## src/rtl/ifetch_pkg.sv

```systemverilog
// Shared types and constants for the instruction fetch unit.
package ifetch_pkg;

  localparam int unsigned INST_W = 32;

  // Instruction word pushed for a misaligned fetch, which never reads memory.
  localparam logic [INST_W-1:0] FAULT_INST = 32'h0;

  typedef struct packed {
    logic [INST_W-1:0] inst;
    logic [31:0]       pc;
    logic              fault;
  } fetch_entry_t;

endpackage

```

## src/rtl/ifetch_fifo.sv

```systemverilog
// In-order synchronous FIFO of fetch entries. Clear beats push and pop;
// the head reads as all-zero while the FIFO is empty.
module ifetch_fifo
  import ifetch_pkg::*;
#(
  parameter int unsigned DEPTH = 4,
  localparam int unsigned PtrW = (DEPTH > 1) ? $clog2(DEPTH) : 1,
  localparam int unsigned CntW = $clog2(DEPTH + 1)
) (
  input  logic              clk,
  input  logic              rst_n,
  input  logic              push,
  input  fetch_entry_t      push_data,
  input  logic              pop,
  input  logic              clear,
  output logic [CntW-1:0]   count,
  output fetch_entry_t      head,
  output logic              empty
);

  fetch_entry_t    mem_q [DEPTH];
  logic [PtrW-1:0] wr_ptr_q, wr_ptr_d;
  logic [PtrW-1:0] rd_ptr_q, rd_ptr_d;
  logic [CntW-1:0] count_q, count_d;
  logic            do_push, do_pop, full;

  // Next-state for pointers and occupancy; pointers wrap naturally (power-of-two depth).
  always_comb begin
    full     = (count_q == CntW'(DEPTH));
    empty    = (count_q == '0);
    do_push  = push && !clear;
    do_pop   = pop && !empty && !clear;
    wr_ptr_d = wr_ptr_q + PtrW'(do_push);
    rd_ptr_d = rd_ptr_q + PtrW'(do_pop);
    count_d  = count_q + CntW'(do_push) - CntW'(do_pop);
    if (clear) begin
      wr_ptr_d = '0;
      rd_ptr_d = '0;
      count_d  = '0;
    end
  end

  // Pointer and count registers.
  always_ff @(posedge clk or negedge rst_n) begin
    if (!rst_n) begin
      wr_ptr_q <= '0;
      rd_ptr_q <= '0;
      count_q  <= '0;
    end else begin
      wr_ptr_q <= wr_ptr_d;
      rd_ptr_q <= rd_ptr_d;
      count_q  <= count_d;
    end
  end

  // Entry storage; contents are only observable through a valid head.
  always_ff @(posedge clk) begin
    if (do_push) begin
      mem_q[wr_ptr_q] <= push_data;
    end
  end

  // Head output, forced to zero when empty so reset shows clean outputs.
  always_comb begin
    count = count_q;
    head  = empty ? '0 : mem_q[rd_ptr_q];
  end

  // Upstream credit accounting must never push into a full FIFO.
  assert property (@(posedge clk) disable iff (!rst_n) !(push && !pop && !clear && full));
  assert property (@(posedge clk) disable iff (!rst_n) !(pop && !clear && empty));

endmodule

```

## src/rtl/ifetch.sv

```systemverilog
// Instruction fetch: accepts PC addresses, issues 1-cycle-latency memory
// reads, and queues {inst, pc, fault} in order for decode. Misaligned
// addresses bypass memory and travel as fault entries.
module ifetch
  import ifetch_pkg::*;
#(
  parameter int unsigned DEPTH = 4
) (
  input  logic              clk,
  input  logic              rst_n,
  input  logic              req_valid,
  input  logic [31:0]       req_addr,
  output logic              req_ready,
  output logic              mem_req,
  output logic [31:0]       mem_addr,
  input  logic [INST_W-1:0] mem_rdata,
  output logic              inst_valid,
  output logic [INST_W-1:0] inst,
  output logic [31:0]       inst_pc,
  output logic              inst_fault,
  input  logic              inst_ready,
  input  logic              flush
);

  localparam int unsigned CntW = $clog2(DEPTH + 1);
  localparam int unsigned UseW = CntW + 1;

  logic            rs_valid_q, rs_valid_d;
  logic [31:0]     rs_pc_q, rs_pc_d;
  logic            rs_fault_q, rs_fault_d;

  logic            accept, aligned, pop, push;
  logic [UseW-1:0] credit_use;
  logic [CntW-1:0] fifo_count;
  logic            fifo_empty;
  fetch_entry_t    push_data;
  fetch_entry_t    head;

  // Credit check counts the in-flight read so a push can never hit a full FIFO;
  // a same-cycle pop frees a slot, hence the inst_ready -> req_ready path.
  always_comb begin
    pop        = !fifo_empty && inst_ready;
    credit_use = UseW'(fifo_count) + UseW'(rs_valid_q) - UseW'(pop);
    req_ready  = !flush && (credit_use < UseW'(DEPTH));
    accept     = req_valid && req_ready;
    aligned    = (req_addr[1:0] == 2'b00);
    mem_req    = accept && aligned;
    mem_addr   = req_addr;
  end

  // Read-stage next state: capture the accepted PC and whether it faulted.
  always_comb begin
    rs_valid_d = accept;
    rs_pc_d    = rs_pc_q;
    rs_fault_d = rs_fault_q;
    if (accept) begin
      rs_pc_d    = req_addr;
      rs_fault_d = !aligned;
    end
  end

  // Read-stage registers.
  always_ff @(posedge clk or negedge rst_n) begin
    if (!rst_n) begin
      rs_valid_q <= 1'b0;
      rs_pc_q    <= '0;
      rs_fault_q <= 1'b0;
    end else begin
      rs_valid_q <= rs_valid_d;
      rs_pc_q    <= rs_pc_d;
      rs_fault_q <= rs_fault_d;
    end
  end

  // Returning data joins its PC; a flush drops the word arriving this cycle.
  always_comb begin
    push            = rs_valid_q && !flush;
    push_data.inst  = rs_fault_q ? FAULT_INST : mem_rdata;
    push_data.pc    = rs_pc_q;
    push_data.fault = rs_fault_q;
  end

  ifetch_fifo #(
    .DEPTH (DEPTH)
  ) u_fifo (
    .clk       (clk),
    .rst_n     (rst_n),
    .push      (push),
    .push_data (push_data),
    .pop       (pop),
    .clear     (flush),
    .count     (fifo_count),
    .head      (head),
    .empty     (fifo_empty)
  );

  // Decode-facing head outputs.
  always_comb begin
    inst_valid = !fifo_empty;
    inst       = head.inst;
    inst_pc    = head.pc;
    inst_fault = head.fault;
  end

endmodule

```

## config.mk

```make
export PLATFORM = sky130hd
export DESIGN_NAME = ifetch
export DESIGN_NICKNAME = d
export VERILOG_FILES = /design/src/rtl/ifetch_pkg.sv /design/src/rtl/ifetch_fifo.sv /design/src/rtl/ifetch.sv
export SDC_FILE = /design/constraint.sdc
export NUM_CORES = 1
export LEC_CHECK = 0
export CORE_MARGIN = 2
export CORE_UTILIZATION = 34
export CTS_BUF_LIST = sky130_fd_sc_hd__clkbuf_4
export CTS_CLUSTER_SIZE = 28
export DETAILED_ROUTE_END_ITERATION = 12
export HOLD_SLACK_MARGIN = 0.05
export PLACE_DENSITY = 0.54
export SYNTH_ARGS = -nofsm -noshare
export SYNTH_HDL_FRONTEND = slang
export SYNTH_SLANG_ARGS = --single-unit
```

## constraint.sdc

```tcl
create_clock -name clk -period 10.1 [get_ports clk]
set_input_delay 1.515 -clock clk [delete_from_list [all_inputs] [get_ports clk]]
set_output_delay 1.515 -clock clk [all_outputs]
set_load 0.005 [all_outputs]
```

---- Word level (Yosys, flattened, before mapping) ----
Memories as Yosys holds them, arrays and structs flattened.
Index checks and enable logic that the tools add are counted.
word-level totals
  bits in read-only memories .............. 0
  memories ................................ 1
  latch bits .............................. 0
  memory bits (writable) .................. 260
  flip-flop bits (word level) ............. 41
  bits of input ports ..................... 69
cells by class
  $lt $le $gt $ge ......................... 1
  shifts and indexed selects .............. 0
  multiplexer cells ....................... 7
  divide/modulo/power cells ............... 0
  multiply operators ...................... 0
  bitwise logic cells ..................... 0
  equality and inequality tests ........... 0
  add/sub/neg operators ................... 6
  reduce and logical (&&, ||, !) cells .... 13
memory list
  name          depth  bits a word  rd ports  clocked after memory_dff  wr ports  RTL line           RTL
  u_fifo.mem_q  4      65           1         0                         1         ifetch_fifo.sv:21  fetch_entry_t mem_q [DEPTH];
operators with widths
  cell                                                                          count
  65-bit 2-to-1 mux                                                             1
  32-bit 2-to-1 mux                                                             1
  1-bit logical AND                                                             8
  2-bit by 1-bit adder with 2-bit output                                        2
  3-bit by 1-bit adder with 4-bit output                                        1
  4-bit by 3-bit less-than comparator with 1-bit output, second input constant  1
  2-bit 2-to-1 mux                                                              2
  4-bit by 1-bit subtractor with 4-bit output                                   1
  3-bit by 1-bit adder with 3-bit output                                        1
  1-bit zero test                                                               3
  3-bit zero test                                                               1
  3-bit 2-to-1 mux                                                              1
  3-bit by 1-bit subtractor with 3-bit output                                   1
  2-bit zero test                                                               1
  1-bit 2-to-1 mux                                                              2

---- Longest topological paths before layout ----
  word-level depth ........................ 8
  mapped depth ............................ 13
  gate-level depth less buffers ........... 10

---- Cells and area by module ----
Synthesis repeated with hierarchy kept, for this count alone.
second synthesis, totals
  cell total of the unflattened synthesis .. 605
  area, all modules ....................... 12,223.0 um2
modules (own cells, without submodules)
  module       area each (um2)  cells each  times used
  ifetch_fifo  10,241.1         445         1
  ifetch       1,981.9          160         1

---- Least setup slack after synthesis ----
No wires, ideal clock.
  path type ............................... in2reg
  start point ............................. input port flush
  end point ............................... memory u_fifo.mem_q[0][0] (netlist bit) (enable)
  setup time .............................. 0.581 ns
  stages .................................. 3
  arrival time ............................ 6.767 ns
  required time ........................... 9.519 ns
  path buffers ............................ 1
  slack ................................... 2.752 ns
  cell sequence ........................... clkbuf_1 > nor2b_1 > nor3b_1
between the ends
  word-level cells in the longest chain between the ends .. 5
RTL lines
  element                                   RTL line                         RTL
  start, declared                           ifetch.sv:22                     input logic flush
  1-bit zero test *                         ifetch_fifo.sv:31, ifetch.sv:77
  1-bit logical AND                         ifetch.sv:77                     push = rs_valid_q && !flush;
  1-bit logical AND *                       ifetch_fifo.sv:31                do_push = push && !clear;
  1-bit 2-to-1 mux *                        ifetch_fifo.sv:58                if (do_push) begin
  1-bit 2-to-1 mux (implied by the code) *  ifetch_fifo.sv:59                mem_q[wr_ptr_q] <= push_data;
  end, declared                             ifetch_fifo.sv:21
Every way passes the cells marked *; elsewhere a longest branch is shown, timed or not.

---- Worst setup path after layout ----
  start point ............................. input port inst_ready
  end point ............................... output port mem_req
between the ends
  word-level cells in the longest chain between the ends .. 6
RTL lines
  element                                                RTL line      RTL
  start, declared                                        ifetch.sv:21  input logic inst_ready,
  1-bit logical AND                                      ifetch.sv:42  pop = !fifo_empty && inst_ready;
  4-bit by 1-bit subtractor with 4-bit output            ifetch.sv:43  credit_use = UseW'(fifo_count) + UseW'(rs_valid_q) - UseW'(pop);
  4-bit by 3-bit less-than comparator with 1-bit output  ifetch.sv:44  req_ready = !flush && (credit_use < UseW'(DEPTH));
  1-bit logical AND                                      ifetch.sv:44
  1-bit logical AND                                      ifetch.sv:45  accept = req_valid && req_ready;
  1-bit logical AND                                      ifetch.sv:47  mem_req = accept && aligned;
  end, declared                                          ifetch.sv:14  output logic mem_req,
Every way passes these cells.

==> results.md <==
* Row count at just under 70
* Remaining global-route overflow at 0
* CP endpoint: mem_req
* Crit-path max FO at 3
* Flop2flop setup slack at roughly 7000 ps
* Grt peak-use layer: met2
* Peak supply drop at 181.9 uV
* Synth unique cells at 31
* Setup crit start: inst_ready
* Fmax at 181.8 MHz
* Synth Area in XOR/XNOR at 0.2166%
* Crit. path cell count at 10
* Core Util, Final at 42.88%
* Final setup vio count at 0
* Measured slew at the worst slew-check pin at 1160 ps
* Post-CTS setup buffers at 0
* Mapped Nets at 683
* Startpoint Class: input port
* Endpoints failing hold at 0
* H-tree depth at 3
* Die span in y at 192.9 um
* GRT Overall Usage at between 10% and 20%
* Crit path arrival time at between 3000 and 4000 ps
* Post-CTS Hold Buffers at 0
* HPWL Detailed at 14400 um
* HP Class: flop to flop
* Met1 Track Usage GR at about 18%
* Buffers and inverters on the worst path at 3
* Rel. slew slack at 22.45%
* Num Clock Sinks at 301
* Critical path type: input port to primary output
* Cts repair resizes at 0
* M3 GR Usage at 3.892%
* Core area at 0.03531 sq mm
* Die width at around 190 um
* M2 GR Usage at 23.42%
* Global-route wire length before repair at around 39000 um
* Drt initial violations at 256
* PD cells at around 240 mW/mm^2
* CP Capture Type: primary output
* Max-slew violations at 0
* Synth Area in Simple Gates at roughly 6.3%
* Multiplexer share of the synthesized area at approximately 16%
* Cell Count, Final, Fillers Out at about 1300
* Worst reg2reg path startpoint: u_fifo.count[1]
* Clk Latency, worst-skew pair at approximately 660 ps
* Final TNS setup at 0 ps
* Vias in the first global route at a little under 7000
* Port bufs at around 170
* Cell Chain, Critical Path: clkdlybuf4s50_1, and2_1, ha_1, inv_1, ha_1, nand3b_4, and4_1, o311a_2, and2_1, clkdlybuf4s50_1
* Post-synthesis adder-cell area fraction at less than 1%
* #FFs+latches synth at 301
* Vias at 6114
* Routability cong. at 0.6752
* Total Routed Length at ~25000 um
* Final nets at 879
* Via density at 4.604
* P_leak at 5.197 nW
* Most common cell after layout, fill and taps aside: edfxtp_1
* Reg clk slew, reported paths at 60 ps
* DRC errors left at 0
* Area growth, synth to finish at 24.83%
* Total CTS buffers at 78
* Pin count of the biggest net entering global routing at 68
* Syn avg cell area at about 20 sq um
* Routed Antenna Nets at 0
* Routed length per instance at between 15 and 20 um
* Compound-Gate Fraction of Synth Area at 0.1238%
* Drt first pass iters at 4
* Initial Util at 34.35%
* Crit path largest cell delay at around 480 ps
* Layout cells sized above 1 at between 20% and 30%
* Reg2Reg Depth at 11
* Main combinational cell family by area after synthesis: multiplexers
* RSZ-0062 raised after global routing: false
* Fin crit share at 54.46%
* RR Endpoint: rs_pc_q[14]
* DP Cell Count at 1183
* Most frequent cells in the layout: edfxtp_1, clkdlybuf4s50_1, clkbuf_4, and2_1, mux4_2
* Max cap viols at 0
* Slowest-stage cell, CP: clkdlybuf4s50_1
* Post-Synthesis Cells at 606
* # IOs at around 170
* Die ar. at 0.03720 sq mm
* Yosys warns at 0
* CTS Buffer Depth at 3
* Hold_ws at roughly 520 ps
* CTS tree: done
* CP delay by family, top: buffers and inverters
* Synthesized area at 0.01213 sq mm
* Clk_skew at 36.82 ps
* Outcome: completed
* Critical Path RT at 8590 ps
* Initial antenna violation count at 2
* CTS root buf: clkbuf_4
* Sequential fraction of the synthesis area at 72.82%
* Final Critical Period at 5500 ps
-- synth_stat cells --
library cell	instances	area share, %
edfxtp_1	260	64
and2_1	67	3.5
mux4_2	65	12
dfrtp_1	41	8.5
nor2b_1	36	1.9
buf_4	32	2.0
mux2_4	27	3.3
clkbuf_1	16	0.50
nor2_1	10	0.31
inv_1	9	0.28
buf_2	7	0.29
ha_1	7	0.72
mux2_2	5	0.46
buf_12	3	0.50
and3_1	2	0.10
buf_1	2	0.062
nand2_1	2	0.062
xnor2_1	2	0.14
a21oi_1	1	0.041
and4_1	1	0.072
and4b_1	1	0.083
buf_6	1	0.093
fa_1	1	0.17
mux2i_1	1	0.083
nand2b_1	1	0.052
nand3_1	1	0.041
nand3b_4	1	0.17
nor3_1	1	0.041
nor3b_1	1	0.062
o311a_1	1	0.083
xor2_1	1	0.072
-- worst reg2reg max path, cell delays in order (launching register included) --
cell	delay (ps)
dfrtp_1	420
inv_1	120
nand3_2	80
and2_1	160
ha_1	170
inv_1	60
ha_1	250
nand3b_4	100
and4b_1	230
o311a_2	240
buf_4	580
mux2_2	430
-- routing by layer --
metal	share of wire, %	routed length, um	vias to the layer above
met2	50	12770	173
li1	-	-	2758
met1	43	11020	3156
met3	5.4	1362	25
met5	0.043	11	-
met4	1.1	285	2
-- registers in the layout (all words and copies together), names as in the netlist --
register         flops
u_fifo.mem_q       260
rs_pc_q             32
u_fifo.count         3
u_fifo.rd_ptr_q      2
u_fifo.wr_ptr_q      2
rs_fault_q           1
rs_valid_q           1
-- area by class of cell --
class | instances | area, sq um
diodes | 1 | 2.502
multi-input cells | 235 | 2880
clock buffers | 123 | 923.4
flip-flops and latches | 301 | 8841
well taps | 461 | 576.8
clock inverters | 21 | 140.1
repair buffers | 177 | 1744
inverters | 9 | 33.78
fillers | 3139 | 20170
-- cells by family after synthesis --
logic type,count (synthesis)
AOI/OAI and AO/OA,2
xor gates and xnor gates,3
adders and majority gates,8
buffers and inverters,70
DFF,301
muxes,98
and+or+nand+nor,124
-- worst min-delay path by stage --
stage                     cells past startpoint   startpoint                  end  slack, ps
after floorplan                               0  rs_pc_q[13]  u_fifo.mem_q[0][14]        470
after global placement                        0  rs_pc_q[13]  u_fifo.mem_q[2][14]        490
after detailed placement                      0   rs_pc_q[7]   u_fifo.mem_q[3][8]        510
after CTS                                     0  rs_pc_q[27]  u_fifo.mem_q[3][28]        500
after global routing                          0   rs_pc_q[0]   u_fifo.mem_q[2][1]        530
final                                         0  rs_pc_q[27]  u_fifo.mem_q[3][28]        520
-- where the power goes --
part | leakage (nW) | internal, W | total [W] | switching, W
Sequential | 2.86 | 0.00159 | 0.00172 | 0.000127
Clock | 0.640 | 0.000606 | 0.00107 | 0.000465
Combinational | 1.69 | 0.000520 | 0.000890 | 0.000369
Total | 5.20 | 0.00272 | 0.00368 | 0.000961
-- per-stage QoR --
step	setup WS, ps	power [W]	cell area [sq um]
floorplan	2752	0.002209	12130
CTS	4588	0.003755	15140
global placement	4625	0.002629	14080
detailed placement	4595	0.002656	14080
finish	4600	0.003677	15140
global route	4486	0.003903	15140
No activity file was read; power rests on OpenSTA's default activity.
==> edit 1: new RTL, same flow settings <==
`INST_W`: 32 -> 64.
--- a/src/rtl/ifetch_pkg.sv
+++ b/src/rtl/ifetch_pkg.sv
@@ -2,5 +2,5 @@
 package ifetch_pkg;
 
-  localparam int unsigned INST_W = 32;
+  localparam int unsigned INST_W = 64;
 
   // Instruction word pushed for a misaligned fetch, which never reads memory.
Interface: changed (resized inst and mem_rdata); port bits go from 169 to 233. The function was not compared with the original's and may differ.
==> edit 1 against the original RTL <==
Setup slack lost 500 ps. Combinational power increased by 45%. Sequential power rose by 37%. Total power grew 37%. Final area up 41%. Global-route usage grew 0.55 points. Area after synthesis rose by 42%. Wire length increased by 49%. Sequential cell count up 128. Critical path type is now reg -> out. Critical endpoint is now inst_pc[25]. Highest routed layer is now met4.
==> edit 1: results (changes against the original RTL) <==
Synthesis
  – Adder-cell share of the synthesized area: 0.627% (-0.26 points)
  – Synth top cells by count: edfxtp_1 (388), and2_1 (99), mux4_2 (97), nor2b_1 (68), dfrtp_1 (41)
  – Seq/Total Area, Yosys: 73.8% (+1.0 points)
  – Post-Synth XOR/XNOR Area: 0.153% (-0.064 points)
  – Syn_nets: 954 (+40%)
  – EDFF count, synth: 388 (+49%)
  – Mean Syn Cell Area: 20.3 um2 (+1.5%)
  – Largest cells by area after synthesis: edfxtp_1 (68%), mux4_2 (13%), dfrtp_1 (6.0%)
  – Mux contribution to synthesized area: 15.5% (-0.48 points)
  – Compound-cell area share of the yosys netlist: 0.0875% (-0.036 points)

Worst setup path
  – R2R setup slack: 6680 ps (-460 ps)
  – Max FO, Critical Path: 34 (+31)
  – CP Capture Point: inst_pc[25]
  – CP max-delay cell: dfrtp_4
  – Largest stage delay on the critical path: 890 ps (+410 ps)
  – CP arrival: 4490 ps (+500 ps)
  – FF-to-FF End: rs_pc_q[14]

STA
  – Slew margin rel.: 30.5% (+8.1 points)
  – Hold Worst Slack: 508 ps (-7.64 ps)
  – Max Clock Skew: 58.4 ps (+21.6 ps)
  – Max Fclk: 167 MHz (-8.4%)

Placed design
  – PortBufs: 232 (+38%)
  – Placed insts: 1687 (+43%)
  – Area after DPL: 20000 um2 (+42%)
  – Dpl hpwl: 20500 um (+42%)
  – Pre-CTS setup slack: 4700 ps (+106 ps)
  – Placer Congestion: 0.691 (+2.4%)

GRT
  – GRT Overall Usage: 14.7% (+0.55 points)
  – M1 GR Usage: 19.4% (+1.8 points)
  – GR Util met2: 22.9% (-0.48 points)
  – Met3 usage: 4.28% (+0.39 points)
  – First-pass GRT wire length: 57400 um (+48%)
  – Pin count of the biggest net entering global routing: 69 (+1.5%)

Clocking
  – CTS Buf Count: 110 (+41%)
  – Worst-skew pair later-pin latency: 840 ps (+180 ps)
  – H-Tree Depth: 3 (unchanged)

Drt
  – Met3 wire length: 2180 um (+60%)
  – Top sig layer: met4
  – Drt total wl: 37900 um (+49%)
  – Met2 routed WL: 18200 um (+43%)
  – DR vias: 8699 (+42%)
  – Initial drt markers: 367 (+43%)
  – Via density: 4.62 (+0.34%)
  – WL met1: 16900 um (+53%)

Finish
  – Max reg flops: 388 (+49%)
  – NumNets Final: 1236 (+41%)
  – Ratio of cells with drive above 1 in the final layout: 27.0% (-1.7 points)

Hold path
  – HP Start: rs_pc_q[19]
  – Hold path endpoint: u_fifo.mem_q[0][20]

Power and ir drop
  – LEAKAGE: 7.13 nW (+37%)
  – Sw frac: 27.2% (+1.0 points)
  – Worst vdd ir: 0.000191 V (+5.2%)

Run status
  – Status: complete, no violations
-- edit 1: cell types whose count changed after synthesis, sizes merged --
cell    change
mux4       +32
and2       +32
edfxtp    +128
nor2b      +32
clkbuf      +9
buf         +6
-- edit 1: final cells by class --
class / instances / area, um2
Antenna cell: 2 / 5.00
Clock buffer: 165 / 1240
Clock inverter: 29 / 118
Fill cell: 4533 / 28600
Inverter: 9 / 33.8
Multi-Input combinational cell: 331 / 4010
Sequential cell: 429 / 12700
Tap cell: 672 / 841
Timing Repair Buffer: 246 / 2420
-- edit 1: power groups by stage --
| stage | Sequential (mW) | Clock (mW) | Combinational (mW) |
|---|---|---|---|
| after detailed placement | 2.39 | 0 | 1.32 |
| after CTS | 2.36 | 1.48 | 1.33 |
| final | 2.35 | 1.41 | 1.29 |
| after floorplan | 2.34 | 0 | 0.709 |
| after global routing | 2.38 | 1.57 | 1.41 |
| after global placement | 2.38 | 0 | 1.32 |
==> edit 2: new RTL, same flow settings <==
Made on the original files. Make the reset (`rst_n`) synchronous in 2 clocked blocks.
--- a/src/rtl/ifetch_fifo.sv
+++ b/src/rtl/ifetch_fifo.sv
@@ -42,5 +42,5 @@
 
   // Pointer and count registers.
-  always_ff @(posedge clk or negedge rst_n) begin
+  always_ff @(posedge clk) begin
     if (!rst_n) begin
       wr_ptr_q <= '0;
--- a/src/rtl/ifetch.sv
+++ b/src/rtl/ifetch.sv
@@ -61,5 +61,5 @@
 
   // Read-stage registers.
-  always_ff @(posedge clk or negedge rst_n) begin
+  always_ff @(posedge clk) begin
     if (!rst_n) begin
       rs_valid_q <= 1'b0;
Function: differs if rst_n is asserted again (counterexample within 4 cycles, from zero or initial values and one cycle with rst_n low); with rst_n held inactive, the same outputs for 4 cycles.
==> edit 2 against the original RTL <==
Setup slack worse by 330 ps. Sequential cell count stayed put. Maximum frequency decreased by 5.7%. Highest routed layer is now met4. First-iteration DRC count down 12%. Sequential share of layout area down 1.1 points. Wire length is 1.9% lower. Area after synthesis barely moved. Final area shrank 0.45%. Global-route usage shrank 0.55 points.
Power is not compared: it rests on default switching activity, and its combinational part moved more than twofold at a synthesized area within 25%.
==> edit 2: results (changes against the original RTL) <==
Placed design
  – Placer Congestion: 0.672 (-0.44%)
  – Area after DPL: 14000 um2 (-0.32%)
  – Dpl hpwl: 13100 um (-8.9%)
  – PortBufs: 168 (unchanged)

Clocking
  – Post-CTS setup buffers: 0 (unchanged)
  – Clock Pin Slew Worst Setup and Hold Paths: 60 ps (about the same)
  – H-Tree Depth: 3 (unchanged)
  – CTS Buf Count: 80 (+2.6%)
  – Max Root-Sink Buffers: 3 (unchanged)
  – Worst-skew pair later-pin latency: 680 ps (+20 ps)
  – Root buffer cell: clkbuf_4
  – Resized cells post-CTS: 0 (unchanged)

Synthesis
  – Synth top cells by count: edfxtp_1 (260), and2_1 (70), nand2_1 (66), mux4_2 (65), dfxtp_1 (41)
  – EDFF count, synth: 260 (unchanged)
  – Count of unique library cells instantiated by Yosys: 33 (+6.5%)
  – Seq/Total Area, Yosys: 71.2% (-1.6 points)
  – Synth async-reset ratio: 0% (-14 points)
  – Synth warn: 0 (unchanged)
  – Largest cells by area after synthesis: edfxtp_1 (64%), mux4_2 (12%), dfxtp_1 (6.8%)
  – Syn_nets: 757 (+11%)

Finish
  – NumNets Final: 950 (+8.1%)
  – Max reg flops: 260 (unchanged)
  – FILL cells: 3266 (+4.0%)
  – Ratio of cells with drive above 1 in the final layout: 24.0% (-4.7 points)
  – Most flop-heavy register: u_fifo.mem_q

Drt
  – Via density: 4.53 (-1.6%)
  – Initial drt markers: 226 (-12%)
  – Top sig layer: met4
  – Met2 routed WL: 12400 um (-3.0%)
  – Drt total wl: 25000 um (-1.9%)
  – Met3 wire length: 1430 um (+4.8%)
  – Router iterations before antenna repair: 4 (unchanged)
  – WL met1: 10700 um (-2.6%)

GRT
  – Pin count of the biggest net entering global routing: 69 (+1.5%)
  – Antenna violations before repair: 1 (-1)
  – Vias in the first global route: 6881 (-0.98%)
  – GRT Overall Usage: 13.6% (-0.55 points)
  – First-pass GRT wire length: 37800 um (-2.5%)

Power and ir drop
  – Worst vdd ir: 0.0000656 V
  – LEAKAGE: 5.23 nW
  – Sw Pwr: 0.551 mW

STA
  – Max Clock Skew: 33.3 ps (-3.48 ps)
  – Tightest Pin Transition: 1080 ps (-78.4 ps)

Worst setup path
  – CP arrival: 4310 ps (+320 ps)
  – Max FO, Critical Path: 35 (+32)

Hold path
  – HP Class: reg -> reg

Run status
  – Status: complete, no violations
-- edit 2: cell count changes after synthesis, moves of 4 or more --
cell / change
buf_4: +5
nand2_1: +64
clkbuf_1: +4
dfxtp_1: +41
inv_1: -6
mux2i_1: +32
inv_2: +4
mux2_4: -27
mux2_2: -5
dfrtp_1: -41
-- edit 2: worst max-delay path, stage by stage --
cell and delay [ps]:
clkdlybuf4s50_1 440, and2_1 130, ha_1 140, inv_1 40, ha_1 300, and4b_4 220
a2111oi_4 320, nand4b_1 130, buf_4 360, nor3_2 180, clkdlybuf4s50_1 520
-- edit 2: area by class of cell --
| type | count | area share (%) |
|---|---|---|
| clock inverters | 27 | 0.830 |
| diodes | 1 | 0.0166 |
| well taps | 461 | 3.83 |
| multi-input cells | 304 | 20.2 |
| flip-flops and latches | 301 | 57.3 |
| repair buffers | 178 | 11.6 |
| clock buffers | 122 | 6.08 |
| inverters | 7 | 0.174 |
-- edit 2: stage by stage --
stage	power (mW)	setup WS [ps]	utilization, %	std cells
2_1_floorplan	1.46	2970	-	679
6_report	2.54	4270	42.7	1401
3_5_place_dp	1.52	4250	39.7	1251
4_1_cts	2.59	4230	42.7	1400
5_1_grt	2.67	4040	42.7	1401
3_3_place_gp	1.52	4240	39.7	1251
-- edit 2: power groups by stage --
| stage | logic [mW] | clock network (mW) | registers [mW] |
|---|---|---|---|
| 6_report | 0.110 | 1.05 | 1.38 |
| 5_1_grt | 0.121 | 1.16 | 1.39 |
| 4_1_cts | 0.113 | 1.10 | 1.38 |
| 3_5_place_dp | 0.112 | 0 | 1.41 |
| 3_3_place_gp | 0.112 | 0 | 1.41 |
| 2_1_floorplan | 0.0606 | 0 | 1.40 |
-- edit 2: cell families after synthesis --
logic type      after synthesis  share of synthesized area [%]
buf+inv                      74                           3.96
fa+ha+maj                     9                          0.991
flops                       301                           71.2
xor+xnor                      3                          0.217
mux                          98                           14.8
simple gates                191                           8.54
compound gates                3                          0.310
-- edit 2: final timing paths --
kind               start                  end  slack (ps)  cells after the start
max           inst_ready              mem_req        4270                     11
min          rs_pc_q[31]  u_fifo.mem_q[1][32]         490                      0
min reg2reg  rs_pc_q[31]  u_fifo.mem_q[1][32]         490                      0
max reg2reg   rs_valid_q  u_fifo.mem_q[1][34]        7330                      4
-- edit 2: per-layer routing --
metal  up-vias  track usage, %
li1       2986               -
met5         -               0
met1      3147            16.6
met2       182            23.1
met4         0            5.28
met3        35            3.47
